**config.mk**
```make
export PLATFORM = sky130hd
export DESIGN_NAME = alu_exec_ctrl
export DESIGN_NICKNAME = d
export VERILOG_FILES = /design/src/rtl/alu_exec_ctrl.sv
export SDC_FILE = /design/constraint.sdc
export NUM_CORES = 2
export LEC_CHECK = 0
export ABC_AREA = 1
export BUFFER_PORTS_ARGS = -buffer_cell sky130_fd_sc_hd__buf_2
export CAP_MARGIN = 20
export CORE_AREA = 2 2 254 256
export DETAILED_ROUTE_END_ITERATION = 7
export DIE_AREA = 0 0 256 258
export PLACE_DENSITY = 0.74
export SLEW_MARGIN = 20
export SYNTH_ARGS = -nofsm -noshare
export SYNTH_HDL_FRONTEND = slang
export SYNTH_SLANG_ARGS = --single-unit
```
**constraint.sdc**
```tcl
create_clock -name clk -period 14.2 [get_ports clk]
set_input_delay 0.71 -clock clk [delete_from_list [all_inputs] [get_ports clk]]
set_output_delay 0.71 -clock clk [all_outputs]
set_load 0.05 [all_outputs]
```
**src/rtl/alu_exec_ctrl.sv**
```systemverilog
// Execute-stage ALU for the LEGv8 datapath with built-in ALU-control decode.
// Single-cycle ops return one cycle after accept. MUL runs on an iterative
// shift-add engine. Results are held on a valid/ready output until taken.
module alu_exec_ctrl #(
    parameter int WIDTH   = 64,
    parameter int SHAMT_W = 6,
    parameter bit MUL_EN  = 1'b1
) (
    input  logic               clk,
    input  logic               rst_n,
    input  logic               in_valid,
    output logic               in_ready,
    input  logic [1:0]         alu_op,
    input  logic [10:0]        opcode,
    input  logic [SHAMT_W-1:0] shamt,
    input  logic [WIDTH-1:0]   op_a,
    input  logic [WIDTH-1:0]   op_b,
    output logic               out_valid,
    input  logic               out_ready,
    output logic [WIDTH-1:0]   result,
    output logic               zero,
    output logic [3:0]         op_code,
    output logic               illegal,
    output logic               busy
);

    localparam logic [3:0] OP_AND  = 4'b0000;
    localparam logic [3:0] OP_ORR  = 4'b0001;
    localparam logic [3:0] OP_ADD  = 4'b0010;
    localparam logic [3:0] OP_LSL  = 4'b0011;
    localparam logic [3:0] OP_LSR  = 4'b0100;
    localparam logic [3:0] OP_SUB  = 4'b0110;
    localparam logic [3:0] OP_PASS = 4'b0111;
    localparam logic [3:0] OP_MUL  = 4'b1000;
    localparam logic [3:0] OP_ILL  = 4'b1111;

    localparam int CNT_W = $clog2(WIDTH + 1);

    typedef enum logic {
        S_IDLE,
        S_MUL
    } state_e;

    state_e             state;
    state_e             state_next;
    logic [3:0]         dec_code;
    logic               accept;
    logic               mul_done;
    logic               sub_sel;
    logic               shift_oob;
    logic [WIDTH-1:0]   b_eff;
    logic [WIDTH-1:0]   alu_res;
    logic [WIDTH-1:0]   mcand;
    logic [WIDTH-1:0]   mplier;
    logic [WIDTH-1:0]   acc;
    logic [WIDTH-1:0]   acc_next;
    logic [CNT_W-1:0]   count;

    assign in_ready = (state == S_IDLE) && (!out_valid || out_ready);
    assign accept   = in_valid && in_ready;
    assign busy     = (state == S_MUL);
    assign mul_done = (state == S_MUL) && (count == CNT_W'(1));

    // ALU-control decode: ALUOp plus the R-type opcode to a 4-bit operation code.
    always_comb begin
        // NOTE: every always_comb output gets a default first so no path can infer a latch.
        dec_code = OP_ILL;
        case (alu_op)
            2'b00:   dec_code = OP_ADD;
            2'b01:   dec_code = OP_PASS;
            default: begin
                case (opcode)
                    11'b10001011000: dec_code = OP_ADD;
                    11'b11001011000: dec_code = OP_SUB;
                    11'b10001010000: dec_code = OP_AND;
                    11'b10101010000: dec_code = OP_ORR;
                    11'b11010011011: dec_code = OP_LSL;
                    11'b11010011010: dec_code = OP_LSR;
                    11'b10011011000: dec_code = MUL_EN ? OP_MUL : OP_ILL;
                    default:         dec_code = OP_ILL;
                endcase
            end
        endcase
    end

    // Single-cycle datapath; SUB reuses the adder as a + ~b + 1.
    always_comb begin
        sub_sel   = (dec_code == OP_SUB);
        b_eff     = sub_sel ? ~op_b : op_b;
        shift_oob = (32'(shamt) >= 32'(WIDTH));
        alu_res   = '0;
        case (dec_code)
            OP_AND:         alu_res = op_a & op_b;
            OP_ORR:         alu_res = op_a | op_b;
            OP_ADD, OP_SUB: alu_res = op_a + b_eff + WIDTH'(sub_sel);
            OP_LSL:         alu_res = shift_oob ? '0 : (op_a << shamt);
            OP_LSR:         alu_res = shift_oob ? '0 : (op_a >> shamt);
            OP_PASS:        alu_res = op_b;
            default:        alu_res = '0;
        endcase
    end

    // Next accumulator value of the shift-add multiplier.
    always_comb begin
        acc_next = mplier[0] ? (acc + mcand) : acc;
    end

    // FSM next-state: leave IDLE on a MUL accept, return after the last step.
    always_comb begin
        state_next = state;
        case (state)
            S_IDLE:  if (accept && dec_code == OP_MUL) state_next = S_MUL;
            S_MUL:   if (count == CNT_W'(1))           state_next = S_IDLE;
            default: state_next = S_IDLE;
        endcase
    end

    // FSM state register.
    always_ff @(posedge clk or negedge rst_n) begin
        // NOTE: sequential state uses non-blocking assignments so all registers update together at the edge.
        if (!rst_n) state <= S_IDLE;
        else        state <= state_next;
    end

    // Multiplier engine registers: load on MUL accept, shift each MUL cycle.
    always_ff @(posedge clk) begin
        // NOTE: engine registers carry no reset; they are only read while state is MUL, which reset clears.
        if (accept && dec_code == OP_MUL) begin
            mcand  <= op_a;
            mplier <= op_b;
            acc    <= '0;
            count  <= CNT_W'(WIDTH);
        end else if (state == S_MUL) begin
            acc    <= acc_next;
            mcand  <= mcand << 1;
            mplier <= mplier >> 1;
            count  <= count - CNT_W'(1);
        end
    end

    // Output register: pop on out_ready, load a single-cycle result or a finished MUL.
    always_ff @(posedge clk or negedge rst_n) begin
        if (!rst_n) begin
            out_valid <= 1'b0;
            result    <= '0;
            zero      <= 1'b0;
            op_code   <= 4'b0000;
            illegal   <= 1'b0;
        end else begin
            if (out_valid && out_ready) out_valid <= 1'b0;
            if (accept && dec_code != OP_MUL) begin
                out_valid <= 1'b1;
                result    <= alu_res;
                zero      <= (alu_res == '0);
                op_code   <= dec_code;
                illegal   <= (dec_code == OP_ILL);
            end else if (mul_done) begin
                out_valid <= 1'b1;
                result    <= acc_next;
                zero      <= (acc_next == '0);
                op_code   <= OP_MUL;
                illegal   <= 1'b0;
            end
        end
    end

endmodule
```
# After elaboration in Yosys (flattened, before gate mapping)
# Cells that the tools add are included.
# totals
out_inout_bits	73
inputBits	151
reg_bits	271
word_cells	77
# classes
add_sub_neg	4
n_bitwise	4
n_mux	23
shifts	2
n_reduce_logical	16
n_eq_ne	18
# op_table
op	count
64-bit two-way mux	8
64-bit one-hot mux with 6 select lines	1
64-bit adder	2
64-bit zero test	2
11-bit equality test (second input constant)	7
64-bit by 1-bit adder with 64-bit output	1
64-bit AND	1
64-bit inverter	1
64-bit bitwise OR	1
64-bit by 6-bit left shift with 64-bit output	1
64-bit by 6-bit right shift with 64-bit output	1
4-bit one-hot mux with 7 select lines	1
4-bit by 3-bit equality test with 1-bit output (second input constant)	3
1-bit two-way mux	9
4-bit by 2-bit equality test with 1-bit output (second input constant)	2
4-bit equality test (second input constant)	2
4-bit two-way mux	2
4-bit one-hot mux with 2 select lines	1
7-bit by 1-bit equality test with 1-bit output (second input constant)	1
7-bit by 1-bit subtractor with 7-bit output (second input constant)	1
1-bit logical AND	6
4-bit by 1-bit equality test with 1-bit output (second input constant)	1
4-bit zero test	1
4-bit != test (second input constant)	1
9 further kinds	10

# Depth between registers and ports, before layout
# logic_depth
depth_word	10
mapped_depth	40
ltp_nobuf	39

# Worst setup path after synthesis
# OpenSTA, ideal clock, no wires.
# synth_path
kind	input port to flip-flop
startpoint	input out_ready
endpoint	register mcand[0] (enable)
slack_ns	8.044
n_path_buf	1
required_time_ns	13.658
stages	5
setup_ns	0.542
t_arrival_ns	5.614
cell_sequence	nor2_1 > nor2_1 > nand4_1 > nand2_1 > clkbuf_1
# synth_via
elab_chain_len	5
# synth_lines
element	line	rtl
from (decl)	19	input logic out_ready,
1-bit logical OR	59	assign in_ready = (state == S_IDLE) && (!out_valid || out_ready);
1-bit logical AND	59	
named net in_ready	12	output logic in_ready,
1-bit logical AND	60	assign accept = in_valid && in_ready;
1-bit logical AND	128	if (accept && dec_code == OP_MUL) begin
2-bit nonzero test (no line)	-	
to (signal assigned)	129	mcand <= op_a;
to (signal assigned)	135	mcand <= mcand << 1;
to (decl)	53	logic [WIDTH-1:0] mcand;
# The timed path passes the listed nets, and every way through them passes these cells.
# A chain may end at the register's enable or synchronous reset.

# Worst setup path after layout
# layout_path
startpoint	input opcode[5]
endpoint	register zero
# layout_via
elab_chain_len	10
elab_cells_between_ends	26
classes_between	add/sub (2); eq/ne (14); mux (5); reduce/logical (5)
# layout_lines
element	line	rtl
from (decl)	14	input logic [10:0] opcode,
11-bit equality test	72	case (opcode)
4-bit one-hot mux with 7 select lines *	72	
4-bit one-hot mux with 2 select lines *	68	case (alu_op)
4-bit by 3-bit equality test with 1-bit output	88, 92	
64-bit two-way mux	89	b_eff = sub_sel ? ~op_b : op_b;
64-bit adder	95	OP_ADD, OP_SUB: alu_res = op_a + b_eff + WIDTH'(sub_sel);
64-bit by 1-bit adder with 64-bit output	95	
64-bit one-hot mux with 6 select lines	92	case (dec_code)
64-bit zero test	154	zero <= (alu_res == '0);
1-bit two-way mux	151	if (accept && dec_code != OP_MUL) begin
to (signal assigned)	154	
to (signal assigned)	160	zero <= (acc_next == '0);
to (decl)	21	output logic zero,
# Mark *: on every way between the ends. The rest lies on a longest branch, timed or not.

==> qor.txt <==
status: finished clean
post-synthesis cell area: 0.0313 mm²
P per Cell Area: 83.9 mW/mm²
Cell variety after synth: 70
Post-CTS Setup Repair Bufs: 0
r2r startpoint: mcand[24]
layout cells sized above 1: 8.10%
CTS clk-pin slew, worst paths: 0.07 ns
Worst R2R End: zero
crit path to: zero
Worst VDD drop: 0.0988 mV
Synth Flop Type: edfxtp_1
Worst Tran Pin Value: 1.18 ns
largest area contributor in the netlist: nand2_1
via count: 38300
worst reg2reg path depth: 22
fmax: 0.144 GHz
Fin Hold WS: 0.284 ns
Max Transition Viols Final: 0
Boundary Pins: 224
DRC Markers: 0
Hold WC Path Type: in2reg
critical path capture point type: flip-flop
global-route wire length before repair: 227000 µm
CTS tree: yes
Synth area leaders: nand2_1 17%, edfxtp_1 12%, o21ai_0 10%, nand3_1 6.5%, nor2_1 6.4%
Sw Pwr: 0.00126 W
Final Hold Fails: 0
Placer Congestion: 1.08
period utilization: 49.0%
CP max-delay cell: a21boi_0
Flop pwr share: 30.8%
clk sinks: 271
die boundary height: 258 µm
WL/cell: 25.9 µm
Placement Setup Slack: 7.03 ns
met1 WL: 63300 µm
GR Util All Layers: 46.0%
Async SR Flop Fraction: 26.6%
detailed route wirelength on metal2: 66200 µm
Area after DPL: 0.0327 mm²
flops & latches, synth: 271
drt first-iter violations: 5447
Area Growth Syn to Fin: 7.45%
Post-synth top cells: 1380 x nand2_1, 652 x o21ai_0, 537 x nor2_1
R2R setup slack: 9.84 ns
vias in the first global route: 34900
switching share of power: 44.8%
Setup crit start: opcode[5]
hold_buf cts: 1
clk buf depth: 3
kind of start point of the critical path: input port
setup ws final: 7.25 ns
relative slew slack: 20.5%
initial antenna violation count: 10
share of the synthesized area in the top cell type: 16.5%
unrepaired setup endpoints after global routing: no
clk_lat worst skew: 0.62 ns
sequential fraction of the synthesis area: 22.6%
Worst Path Arrival: 7.49 ns
met3 wire length: 18500 µm
final antenna-violating net count: 0
required time of the critical path: 14.74 ns
clock power share: 26.4%
post-synthesis cell count: 5184
Max Cap Viol: 0
total CTS buffers: 29
post-CTS sizing: 0
Design Area, Final: 0.0336 mm²
DR top layer: met5
Vias per Instance: 6.28
skew final: 0.0239 ns
Final Util: 52.8%
top-count cell post-synth: nand2_1
Mean Syn Cell Area: 6.04 µm²
row cnt: 93
Yosys warning total: 0
drt pass-1 iters: 7
H-tree levels: 1
final setup fails: 0
CTS root buf: clkbuf_16
syn nets: 5480
Pleak: 16.1 nW
number of flops mapped to enable cells by yosys: 128
crit path time final: 6.95 ns
IO buf count: 223
largest net degree at the start of global routing: 96
Setup TNS Final: 0 ns
die area: 0.0660 mm²
grt total ovfl: 0
hpwl dp: 127000 µm
internal power: 0.00156 W
Starting Density: 49.2%
kind of critical path: in2reg
Die Width: 256 µm
nets: 5519
Critical Path Fanout Max: 49
Worst path max stage delay: 0.81 ns
core area: 0.0636 mm²
Comb power frac: 42.8%
Post-Route WL: 158000 µm
state kept, by name (all words and copies together), names as in the netlist:
name / count
mcand: 64
count: 7
illegal: 1
out_valid: 1
result: 64
op_code: 4
acc: 64
zero: 1
mplier: 64
busy: 1
cell usage in the layout, fill, tap and decap left out, drive strengths merged, types with 71 or more instances in the layout:
| cell | count |
|---|---|
| a21oi | 328 |
| buf | 260 |
| dfrtp | 72 |
| dfxtp | 71 |
| edfxtp | 128 |
| ha | 143 |
| inv | 511 |
| nand2 | 1410 |
| nand3 | 414 |
| nor2 | 545 |
| o21ai | 681 |
| xor2 | 90 |
stage by stage:
step                      cells  power, W
after floorplan            5184   0.00162
after global placement     6046   0.00202
after detailed placement   6046   0.00202
after CTS                  6101   0.00276
after global routing       6101   0.00293
final                      6103   0.00282
worst min-delay path by stage:
stage	startpoint	to	slack, ns	cells past startpoint
2_1_floorplan	rst_n	busy	0.41	0
3_3_place_gp	acc[16]	acc[16]	0.46	2
3_5_place_dp	acc[34]	acc[34]	0.47	2
4_1_cts	out_ready	out_valid	0.27	2
5_1_grt	out_ready	out_valid	0.30	2
6_report	out_ready	out_valid	0.28	2
cells by family after synthesis:
logic type	Yosys count	share of synthesized area, %
fa+ha+maj	145	5.84
compound gates	1324	23.7
xor+xnor	118	3.30
mux	29	0.951
flops	271	22.6
buf+inv	765	9.67
simple gates	2532	34.0
cell type report:
type                    instances  area (µm²)
inverters                     512        1930
multi-input cells            4148       21300
clock inverters                18         129
diodes                          2        5.00
well taps                     855        1070
flip-flops and latches        271        7070
clock buffers                  36         763
repair buffers                261        1420
fillers                      6839       30000
power by group through the flow:
| stage | Sequential (W) | Clock, W | Combinational [W] |
|---|---|---|---|
| 3_5_place_dp | 0.000884 | 0 | 0.00114 |
| 3_3_place_gp | 0.000883 | 0 | 0.00114 |
| 2_1_floorplan | 0.000881 | 0 | 0.000739 |
| 6_report | 0.000869 | 0.000746 | 0.00121 |
| 5_1_grt | 0.000872 | 0.000773 | 0.00129 |
| 4_1_cts | 0.000868 | 0.000743 | 0.00115 |
routing by layer:
metal  global-route usage (%)  up-vias
li1                         -    17500
met1                     61.7    17800
met2                     69.4     2517
met3                     9.57      407
met4                     24.8        4
met5                        0        -
critical path, delay by kind of cell:
family / cells / cell delay (ns)
compound gates: 7 / 2.53
xor+xnor: 1 / 0.26
fa+ha+maj: 1 / 0.41
buf+inv: 4 / 1.19
simple gates: 16 / 2.27
Note: power is estimated with default switching activity, not from simulation.
